[config.mk]
export PLATFORM = sky130hd
export DESIGN_NAME = branch_resolve_queue
export DESIGN_NICKNAME = d
export VERILOG_FILES = /design/src/rtl/branch_pkg.sv /design/src/rtl/branch_queue_fifo.sv /design/src/rtl/branch_resolve_queue.sv
export SDC_FILE = /design/constraint.sdc
export NUM_CORES = 1
export LEC_CHECK = 0
export CAP_MARGIN = 20
export CORE_UTILIZATION = 35
export CTS_BUF_LIST = sky130_fd_sc_hd__clkbuf_4 sky130_fd_sc_hd__clkbuf_8 sky130_fd_sc_hd__clkbuf_16
export CTS_CLUSTER_DIAMETER = 150
export DETAILED_ROUTE_END_ITERATION = 12
export GPL_ROUTABILITY_DRIVEN = 0
export GPL_TIMING_DRIVEN = 0
export HOLD_SLACK_MARGIN = 0.02
export PLACE_DENSITY = 0.57
export SETUP_SLACK_MARGIN = 0.2
export SLEW_MARGIN = 20
export SYNTH_ARGS = -nofsm -noshare
export SYNTH_HDL_FRONTEND = slang
export SYNTH_SLANG_ARGS = --single-unit
[constraint.sdc]
create_clock -name clk -period 12.2 [get_ports clk]
set_input_delay 3.66 -clock clk [delete_from_list [all_inputs] [get_ports clk]]
set_output_delay 3.66 -clock clk [all_outputs]
set_load 0.05 [all_outputs]
[src/rtl/branch_pkg.sv]
// Shared types and constants for the branch resolve queue.
package branch_pkg;

    localparam int unsigned BRANCH_ADDR_W = 32;
    localparam int unsigned PC_INC        = 4;

    typedef struct packed {
        logic [BRANCH_ADDR_W-1:0] pc;
        logic                     pred;
        logic [BRANCH_ADDR_W-1:0] target;
    } branch_entry_t;

endpackage

[src/rtl/branch_queue_fifo.sv]
// Circular buffer of in-flight branch entries with push/pop/clear and registered status.
module branch_queue_fifo #(
    parameter int unsigned DEPTH = 4,
    parameter int unsigned WIDTH = 65
) (
    input  logic                     clk,
    input  logic                     rst_n,
    input  logic                     push,
    input  logic [WIDTH-1:0]         wdata,
    input  logic                     pop,
    input  logic                     clear,
    output logic [WIDTH-1:0]         rdata,
    output logic                     full,
    output logic                     empty,
    output logic [$clog2(DEPTH):0]   count,
    output logic [$clog2(DEPTH)-1:0] head,
    output logic [$clog2(DEPTH)-1:0] tail
);
    localparam int unsigned PW = $clog2(DEPTH);
    localparam int unsigned CW = PW + 1;

    logic [WIDTH-1:0] mem [DEPTH];

    logic [PW-1:0] head_q, head_d, tail_q, tail_d;
    logic [CW-1:0] count_q, count_d;
    logic          full_q, full_d, empty_q, empty_d;
    logic          push_ok, pop_ok;

    assign pop_ok  = pop && !empty_q;
    // A full queue can still accept a push when the head slot frees in the same cycle.
    assign push_ok = push && (!full_q || pop_ok) && !clear;

    always_comb begin
        head_d  = head_q;
        tail_d  = tail_q;
        count_d = count_q;
        if (clear) begin
            head_d  = '0;
            tail_d  = '0;
            count_d = '0;
        end else begin
            if (push_ok) tail_d = tail_q + PW'(1);
            if (pop_ok)  head_d = head_q + PW'(1);
            if (push_ok && !pop_ok) count_d = count_q + CW'(1);
            if (!push_ok && pop_ok) count_d = count_q - CW'(1);
        end
        full_d  = (count_d == CW'(DEPTH));
        empty_d = (count_d == '0);
    end

    always_ff @(posedge clk or negedge rst_n) begin
        if (!rst_n) begin
            head_q  <= '0;
            tail_q  <= '0;
            count_q <= '0;
            full_q  <= 1'b0;
            empty_q <= 1'b1;
        end else begin
            head_q  <= head_d;
            tail_q  <= tail_d;
            count_q <= count_d;
            full_q  <= full_d;
            empty_q <= empty_d;
        end
    end

    always_ff @(posedge clk) begin
        if (push_ok) mem[tail_q] <= wdata;
    end

    assign rdata = mem[head_q];
    assign full  = full_q;
    assign empty = empty_q;
    assign count = count_q;
    assign head  = head_q;
    assign tail  = tail_q;

endmodule

[src/rtl/branch_resolve_queue.sv]
// In-order tracker of predicted branches from decode to mem; drives predictor update and redirect.
// Optional BRANCH_RESOLVE_STATS_EN adds saturating resolved/mispredict counters.
module branch_resolve_queue
    import branch_pkg::*;
#(
    parameter int unsigned DEPTH  = 4,
    parameter int unsigned ADDR_W = BRANCH_ADDR_W
) (
    input  logic                   clk,
    input  logic                   rst_n,
    input  logic                   dec_valid,
    input  logic [ADDR_W-1:0]      dec_pc,
    input  logic                   dec_pred,
    input  logic [ADDR_W-1:0]      dec_target,
    input  logic                   mem_valid,
    input  logic                   mem_taken,
    input  logic [ADDR_W-1:0]      mem_target,
    output logic                   upd_valid,
    output logic [ADDR_W-1:0]      upd_addr,
    output logic                   upd_taken,
    output logic                   mispredict,
    output logic [ADDR_W-1:0]      redirect_pc,
    output logic                   full,
    output logic                   empty,
    output logic [$clog2(DEPTH):0] count,
    output logic                   err
`ifdef BRANCH_RESOLVE_STATS_EN
    ,
    output logic [31:0]            stat_resolved,
    output logic [31:0]            stat_mispred
`endif
);
    localparam int unsigned EW = 2 * ADDR_W + 1;
    localparam int unsigned PW = $clog2(DEPTH);

    logic [EW-1:0]     wdata, rdata;
    logic [ADDR_W-1:0] h_pc, h_target, redirect;
    logic              h_pred, pop_ok, wrong, flush, err_set;
    logic [PW-1:0]     head, tail;

    assign wdata    = {dec_pc, dec_pred, dec_target};
    assign h_pc     = rdata[EW-1 -: ADDR_W];
    assign h_pred   = rdata[ADDR_W];
    assign h_target = rdata[ADDR_W-1:0];

    assign pop_ok   = mem_valid && !empty;
    assign wrong    = (h_pred != mem_taken) || (mem_taken && (h_target != mem_target));
    assign flush    = pop_ok && wrong;
    assign redirect = mem_taken ? mem_target : h_pc + ADDR_W'(PC_INC);
    // Pushing into a full queue is only an error when the head is not leaving this cycle.
    assign err_set  = (dec_valid && full && !mem_valid) || (mem_valid && empty);

    branch_queue_fifo #(
        .DEPTH (DEPTH),
        .WIDTH (EW)
    ) u_fifo (
        .clk   (clk),
        .rst_n (rst_n),
        .push  (dec_valid && !flush),
        .wdata (wdata),
        .pop   (pop_ok),
        .clear (flush),
        .rdata (rdata),
        .full  (full),
        .empty (empty),
        .count (count),
        .head  (head),
        .tail  (tail)
    );

    logic              upd_valid_q, upd_taken_q, mispredict_q, err_q;
    logic [ADDR_W-1:0] upd_addr_q, redirect_pc_q;

    always_ff @(posedge clk or negedge rst_n) begin
        if (!rst_n) begin
            upd_valid_q   <= 1'b0;
            upd_addr_q    <= '0;
            upd_taken_q   <= 1'b0;
            mispredict_q  <= 1'b0;
            redirect_pc_q <= '0;
            err_q         <= 1'b0;
        end else begin
            upd_valid_q  <= pop_ok;
            mispredict_q <= flush;
            if (pop_ok) begin
                upd_addr_q  <= h_pc;
                upd_taken_q <= mem_taken;
            end
            if (flush) redirect_pc_q <= redirect;
            if (err_set) err_q <= 1'b1;
        end
    end

    assign upd_valid   = upd_valid_q;
    assign upd_addr    = upd_addr_q;
    assign upd_taken   = upd_taken_q;
    assign mispredict  = mispredict_q;
    assign redirect_pc = redirect_pc_q;
    assign err         = err_q;

`ifdef BRANCH_RESOLVE_STATS_EN
    logic [31:0] stat_resolved_q, stat_mispred_q;

    always_ff @(posedge clk or negedge rst_n) begin
        if (!rst_n) begin
            stat_resolved_q <= '0;
            stat_mispred_q  <= '0;
        end else begin
            if (pop_ok && (stat_resolved_q != 32'hFFFF_FFFF)) stat_resolved_q <= stat_resolved_q + 32'd1;
            if (flush && (stat_mispred_q != 32'hFFFF_FFFF))   stat_mispred_q  <= stat_mispred_q + 32'd1;
        end
    end

    assign stat_resolved = stat_resolved_q;
    assign stat_mispred  = stat_mispred_q;
`endif

endmodule

==> summary.txt, run 1 <==
Critical path
  • Largest stage delay, worst path: 0.59 ns
  • Crit path cell chain: clkdlybuf4s50_1 > xor2_1 > nor4_1 > o211ai_1 > nor4_2 > a31o_2 > inv_4 > buf_2 > nor3b_2 > buf_6 > buf_4 > buf_4 > buf_4
  • Kind of critical path: in -> reg
  • R2R Path Start: u_fifo.head[0]
  • Worst r2r path cells: 15
  • Worst Path Arrival: 7.50 ns
  • CP required: 12.41 ns
  • Reg2reg end: u_fifo.mem[3][23]
  • Crit Path Max Fanout: 10
  • Setup crit end: u_fifo.mem[3][23]
  • CP dominant cell by count: buf_4
  • Top delay family on crit path: buffers and inverters
  • R2r setup slk: 7.52 ns
  • WP depth: 13
  • CP Launch Point: mem_target[24]
  • Critical-path top delay cell: nor4_1
  • Setup crit start kind: primary input
  • WP buf/inv: 7
  • CP Capture Type: flip-flop

Route
  • DR iter-0 viols: 609
  • DRC violations left: 0
  • Routed Antenna Nets: 0
  • Vias/cell: 5.00
  • Drt wl/cell: 22.9 um
  • Wirelength, routed: 38700 um
  • Via count of the routed design: 8447
  • DR pass1 iterations: 5

Logic synthesis
  • Most frequent cell after synthesis: edfxtp_1
  • Post-Synthesis Cell Area: 14100 um2
  • Synth Register Bits: 337
  • FFs w/ async S/R, synth: 0.228
  • Synth cell types: 54
  • Most frequent cells after synthesis: edfxtp_1 (260), nand2_1 (157), dfrtp_1 (76)
  • Top post-synthesis cells by area: edfxtp_1 (55%), dfrtp_1 (13%), mux4_2 (7.7%), nand2_1 (4.2%), mux2_4 (2.9%)
  • Syn nets: 995
  • Yosys top cell area share: 0.554
  • Main synth FF type: edfxtp_1
  • Register area share after synthesis: 0.691
  • Cells after synthesis: 886
  • Mapped Avg Cell Area: 15.9 um2
  • Number of flops mapped to enable cells by yosys: 260
  • Yosys top cell by area: edfxtp_1
  • Synth warn: 0

Timing
  • Setup-failing EPs final: 0
  • Slew @ Worst Pin: 0.786 ns
  • RSZ-0062 raised after global routing: no
  • Final Hold Slack: 0.480 ns
  • Clock skew: 0.0108 ns
  • Max transition margin: 0.476
  • Final hold vios: 0
  • Minimum clock period: 7.29 ns
  • Post-route clock period utilization: 0.598
  • Max-slew violation count: 0
  • Max Clk Rate: 137 MHz
  • Final worst slack: 4.91 ns

Power
  • Switching part of the total: 0.374
  • Int Power: 2.88 mW
  • Comb pwr share: 0.414
  • Worst VDD drop: 0.0862 mV
  • Total power: 4.60 mW
  • Pwr Density: 256 nW/um2
  • Part of the power in registers: 0.357
  • Psw: 1.72 mW
  • Clk pwr share: 0.230
  • P_leak: 6.45 nW

Die
  • Initial Util: 0.355
  • DIE WIDTH: 203 um
  • IO Pins: 175
  • DIE AREA: 41100 um2
  • CORE AREA: 39700 um2
  • Chip Height: 203 um
  • Site Rows: 73

GRT
  • Initial antenna violation count: 3
  • Pin count of the biggest net entering global routing: 55
  • Total track usage: 0.191
  • Vias in the first global route: 8718
  • Gr ovfl total: 0
  • First-pass GRT wire length: 56800 um

Layout
  • Design area: 18000 um2
  • Final Util: 0.453
  • Layout Nets: 1248
  • Share of layout cells above drive strength 1: 0.190
  • Area Overhead vs Synth: 27.7%

CTS
  • CTS Hold Buffers Added: 0
  • CTS tree: built
  • CTS resizes: 0
  • Total CTS buffers: 37
  • CTS Root Cell: clkbuf_16
  • Post-CTS Repair Setup Buffers: 0
  • CTS clk-pin slew, worst paths: 0.05 ns
  • Htree depth: 2
  • Clk_lat worst skew: 0.51 ns
  • CTS sink count: 337
  • Clk buf depth: 3

Min path
  • Worst Hold Class: reg -> reg
  • Hold Path Cell Cnt: 2

Flow run
  • MaxCap Viol Count: 0

Status
  • Outcome: completed

Placement
  • Port bufs: 172
  • Pre-CTS setup slack: 4.38 ns
  • Detailed placement HPWL: 29600 um
  • Cell Area, Placed: 16800 um2
==> final cells by class <==
type	count	area, um2
plain buffers	40	239
clock inverters	12	105
fillers	3513	21700
multi-input cells	499	4100
inverters	10	40.0
clock buffers	51	1040
repair buffers	214	2080
well taps	525	657
flip-flops and latches	337	9740
diodes	1	2.50
==> power groups by stage <==
| stage | clock network (mW) | logic (mW) | registers (mW) |
|---|---|---|---|
| 6_report | 1.06 | 1.90 | 1.64 |
| 5_1_grt | 1.12 | 2.02 | 1.66 |
| 4_1_cts | 1.08 | 1.92 | 1.64 |
| 3_5_place_dp | 0 | 1.92 | 1.66 |
| 3_3_place_gp | 0 | 1.85 | 1.71 |
| 2_1_floorplan | 0 | 0.846 | 2.05 |
==> tightest hold or removal path, delay by kind of cell, from the launching register on <==
family           cells  cell delay (ns)
flip-flops           1             0.34
AND/OR/NAND/NOR      2             0.10
==> cells by family after synthesis <==
kind of cell | count (synthesis) | synth area share
buf+inv | 50 | 0.0198
compound gates | 74 | 0.0305
mux | 116 | 0.135
simple gates | 241 | 0.0792
fa+ha+maj | 7 | 0.00622
xor+xnor | 61 | 0.0379
flops | 337 | 0.691
==> per-layer routing <==
layer  vias to the layer above  part of all wire  wire, um  track usage
met5                         -           0.00031        12            0
met4                         2             0.027      1040       0.0591
met3                        63             0.065      2510       0.0456
met2                       273              0.47     18100        0.304
met1                      4265              0.44     17000        0.258
li1                       3844                 -         -            -
==> registers in the layout, indices dropped and copies added, names as in the netlist <==
name,count
upd_valid,1
redirect_pc,32
upd_addr,32
u_fifo.full,1
u_fifo.mem,260
u_fifo.head,2
u_fifo.count,3
mispredict,1
u_fifo.tail,2
err,1
upd_taken,1
u_fifo.empty,1
==> metrics by stage <==
stage                     TNS, ns  cells
after floorplan                 0    886
after detailed placement        0   1625
after global routing            0   1688
final                           0   1689
after CTS                       0   1688
after global placement    -966.30   1583
==> worst min-delay path by stage <==
stage | start | end | slack, ns
5_1_grt | upd_addr[1] | upd_addr[1] | 0.49
4_1_cts | upd_addr[1] | upd_addr[1] | 0.48
6_report | upd_addr[31] | upd_addr[31] | 0.48
3_5_place_dp | upd_addr[1] | upd_addr[1] | 0.46
2_1_floorplan | u_fifo.tail[1] | u_fifo.tail[1] | 0.54
3_3_place_gp | upd_addr[16] | upd_addr[16] | 0.46
==> placed cells by master, fill, tap and decap left out, types with 7 or more instances in the layout <==
cell	synthesis	final
mux2_4	27	27
mux2_2	9	9
clkbuf_1	14	14
nor2_1	20	20
buf_2	13	13
mux2i_1	32	32
xor2_1	32	32
nand2_1	157	157
clkbuf_4	0	13
nand3_1	15	15
clkbuf_16	0	37
nand4_1	9	9
mux4_2	48	48
buf_4	3	38
xnor2_1	29	29
dfrtp_1	76	76
ha_1	7	7
inv_1	9	9
a21oi_1	10	10
edfxtp_1	260	260
o21ai_0	37	37
buf_6	6	13
clkdlybuf4s50_1	0	171
(Power assumes the default switching activity.)
==> inputs of run 2 (changes only) <==
==> constraint.sdc (replaced) <==
create_clock -name clk -period 7.6 [get_ports clk]
set_input_delay 2.28 -clock clk [delete_from_list [all_inputs] [get_ports clk]]
set_output_delay 2.28 -clock clk [all_outputs]
set_load 0.05 [all_outputs]
==> run 2 against run 1 <==
  * Clock power is 81% higher
  * Largest power group unchanged
  * Flip-flop and latch count stayed put
  * Register-to-register slack worse by 4.9 ns
  * Largest cell class unchanged
  * Count of clock-buffer cells in the layout is 3 lower
  * Design area is 1.0% higher
  * Hold slack worse by 0.010 ns
==> summary.txt, run 2 (synthesized netlist as in run 1, its figures left out) <==
Status
  • Outcome: completed

CTS
  • Post-CTS Repair Setup Buffers: 0
  • Total CTS buffers: 38
  • CTS Root Cell: clkbuf_16
  • CTS Hold Buffers Added: 0
  • CTS tree: built
  • CTS sink count: 337
  • CTS clk-pin slew, worst paths: 0.06 ns
  • Clk buf depth: 3
  • Htree depth: 2
  • CTS resizes: 0
  • Clk_lat worst skew: 0.54 ns

Route
  • Vias/cell: 5.06
  • DRC violations left: 0
  • Via count of the routed design: 8533
  • DR pass1 iterations: 5
  • Wirelength, routed: 39000 um
  • DR iter-0 viols: 706
  • Drt wl/cell: 23.1 um
  • Routed Antenna Nets: 0

Timing
  • Final hold vios: 0
  • Post-route clock period utilization: 0.814
  • Max transition margin: 0.521
  • Max Clk Rate: 162 MHz
  • Slew @ Worst Pin: 0.718 ns
  • Minimum clock period: 6.18 ns
  • Final Hold Slack: 0.469 ns
  • RSZ-0062 raised after global routing: no
  • Setup-failing EPs final: 0
  • Max-slew violation count: 0
  • Clock skew: 0.0215 ns

Min path
  • Hold path startpoint: upd_addr[9]
  • Hold Path Cell Cnt: 2
  • Hold Path End: upd_addr[9]
  • Worst Hold Class: reg -> reg

GRT
  • Pin count of the biggest net entering global routing: 52
  • Initial antenna violation count: 3
  • Vias in the first global route: 8576
  • First-pass GRT wire length: 57100 um
  • Total track usage: 0.192
  • Gr ovfl total: 0

Die
  • Chip Height: 203 um
  • IO Pins: 175
  • Site Rows: 73
  • DIE WIDTH: 203 um
  • Initial Util: 0.355
  • CORE AREA: 39700 um2
  • DIE AREA: 41100 um2

Layout
  • Commonest non-fill, non-tap cells in the layout: edfxtp_1 (260), clkdlybuf4s50_1 (171), nand2_1 (157)
  • Top reg by flops: u_fifo.mem
  • Area Overhead vs Synth: 29.0%
  • Share of layout cells above drive strength 1: 0.188
  • Layout Nets: 1239
  • Commonest non-fill, non-tap cell in the layout: edfxtp_1
  • Finished Layout Cells: 1686
  • Max FFs per register: 260
  • Fillers: 3550

Critical path
  • Worst r2r path cells: 17
  • CP required: 7.83 ns
  • CP Capture Type: flip-flop
  • R2R Path Start: u_fifo.head[0]
  • Worst Path Arrival: 6.41 ns
  • Reg2reg end: u_fifo.mem[1][18]
  • Setup crit start kind: primary input
  • R2r setup slk: 2.59 ns
  • Kind of critical path: in -> reg
  • Crit Path Max Fanout: 10
  • CP Launch Point: mem_target[24]

Power
  • Pwr Density: 419 nW/um2
  • Worst VDD drop: 0.166 mV
  • P_leak: 6.50 nW

Placement
  • Detailed placement HPWL: 29400 um
  • Port bufs: 172
  • Post-placement cell count: 1615

Flow run
  • MaxCap Viol Count: 0
[run 2: report_power, final]
group,switching [mW],internal [mW]
sequential,0.202,2.43
combinational,1.89,1.17
clock,0.725,1.19
[run 2: how the worst max path moves through the flow]
stage                     cells past startpoint           endpoint
after floorplan                               8   u_fifo.mem[1][0]
after CTS                                    15  u_fifo.mem[1][18]
after global routing                         15  u_fifo.mem[1][18]
final                                        15  u_fifo.mem[1][18]
after global placement                        9  u_fifo.mem[1][27]
after detailed placement                     15  u_fifo.mem[1][27]
[run 2: final cells by class]
cell class	instances	area, um2	area share
repair buffers	204	2070	0.114
plain buffers	40	239	0.0131
flip-flops and latches	337	9740	0.536
inverters	10	40.0	0.00220
diodes	2	5.00	0.000275
clock buffers	48	1060	0.0584
multi-input cells	499	4110	0.226
clock inverters	21	256	0.0141
well taps	525	657	0.0361
[run 2: critical path, cell delays in order]
cell             delay (ns)
clkdlybuf4s50_1        0.55
xor2_1                 0.22
nor4_1                 0.60
o211ai_1               0.21
nor4_2                 0.18
a31o_2                 0.29
inv_4                  0.11
buf_2                  0.22
nor3b_2                0.48
buf_4                  0.26
buf_4                  0.18
buf_4                  0.17
buf_4                  0.19
buf_4                  0.22
buf_4                  0.21
[run 2: layer usage]
layer	track usage	wire length [um]	vias to the layer above
met5	0	0	-
met4	0.0575	770	0
met2	0.300	18300	327
met3	0.0358	2500	53
li1	-	-	3817
met1	0.274	17400	4336
[run 2: stage by stage]
step	power [mW]	setup TNS, ns	instance area (um2)	worst slack, ns	util
finish	7.62	0	18200	1.42	0.457
detailed placement	5.75	0	16900	0.832	0.424
global placement	5.70	-1223.21	16500	-7.05	0.415
CTS	7.68	0	18200	1.36	0.457
global route	7.95	0	18200	1.25	0.457
floorplan	4.64	-149.16	14100	-1.15	-
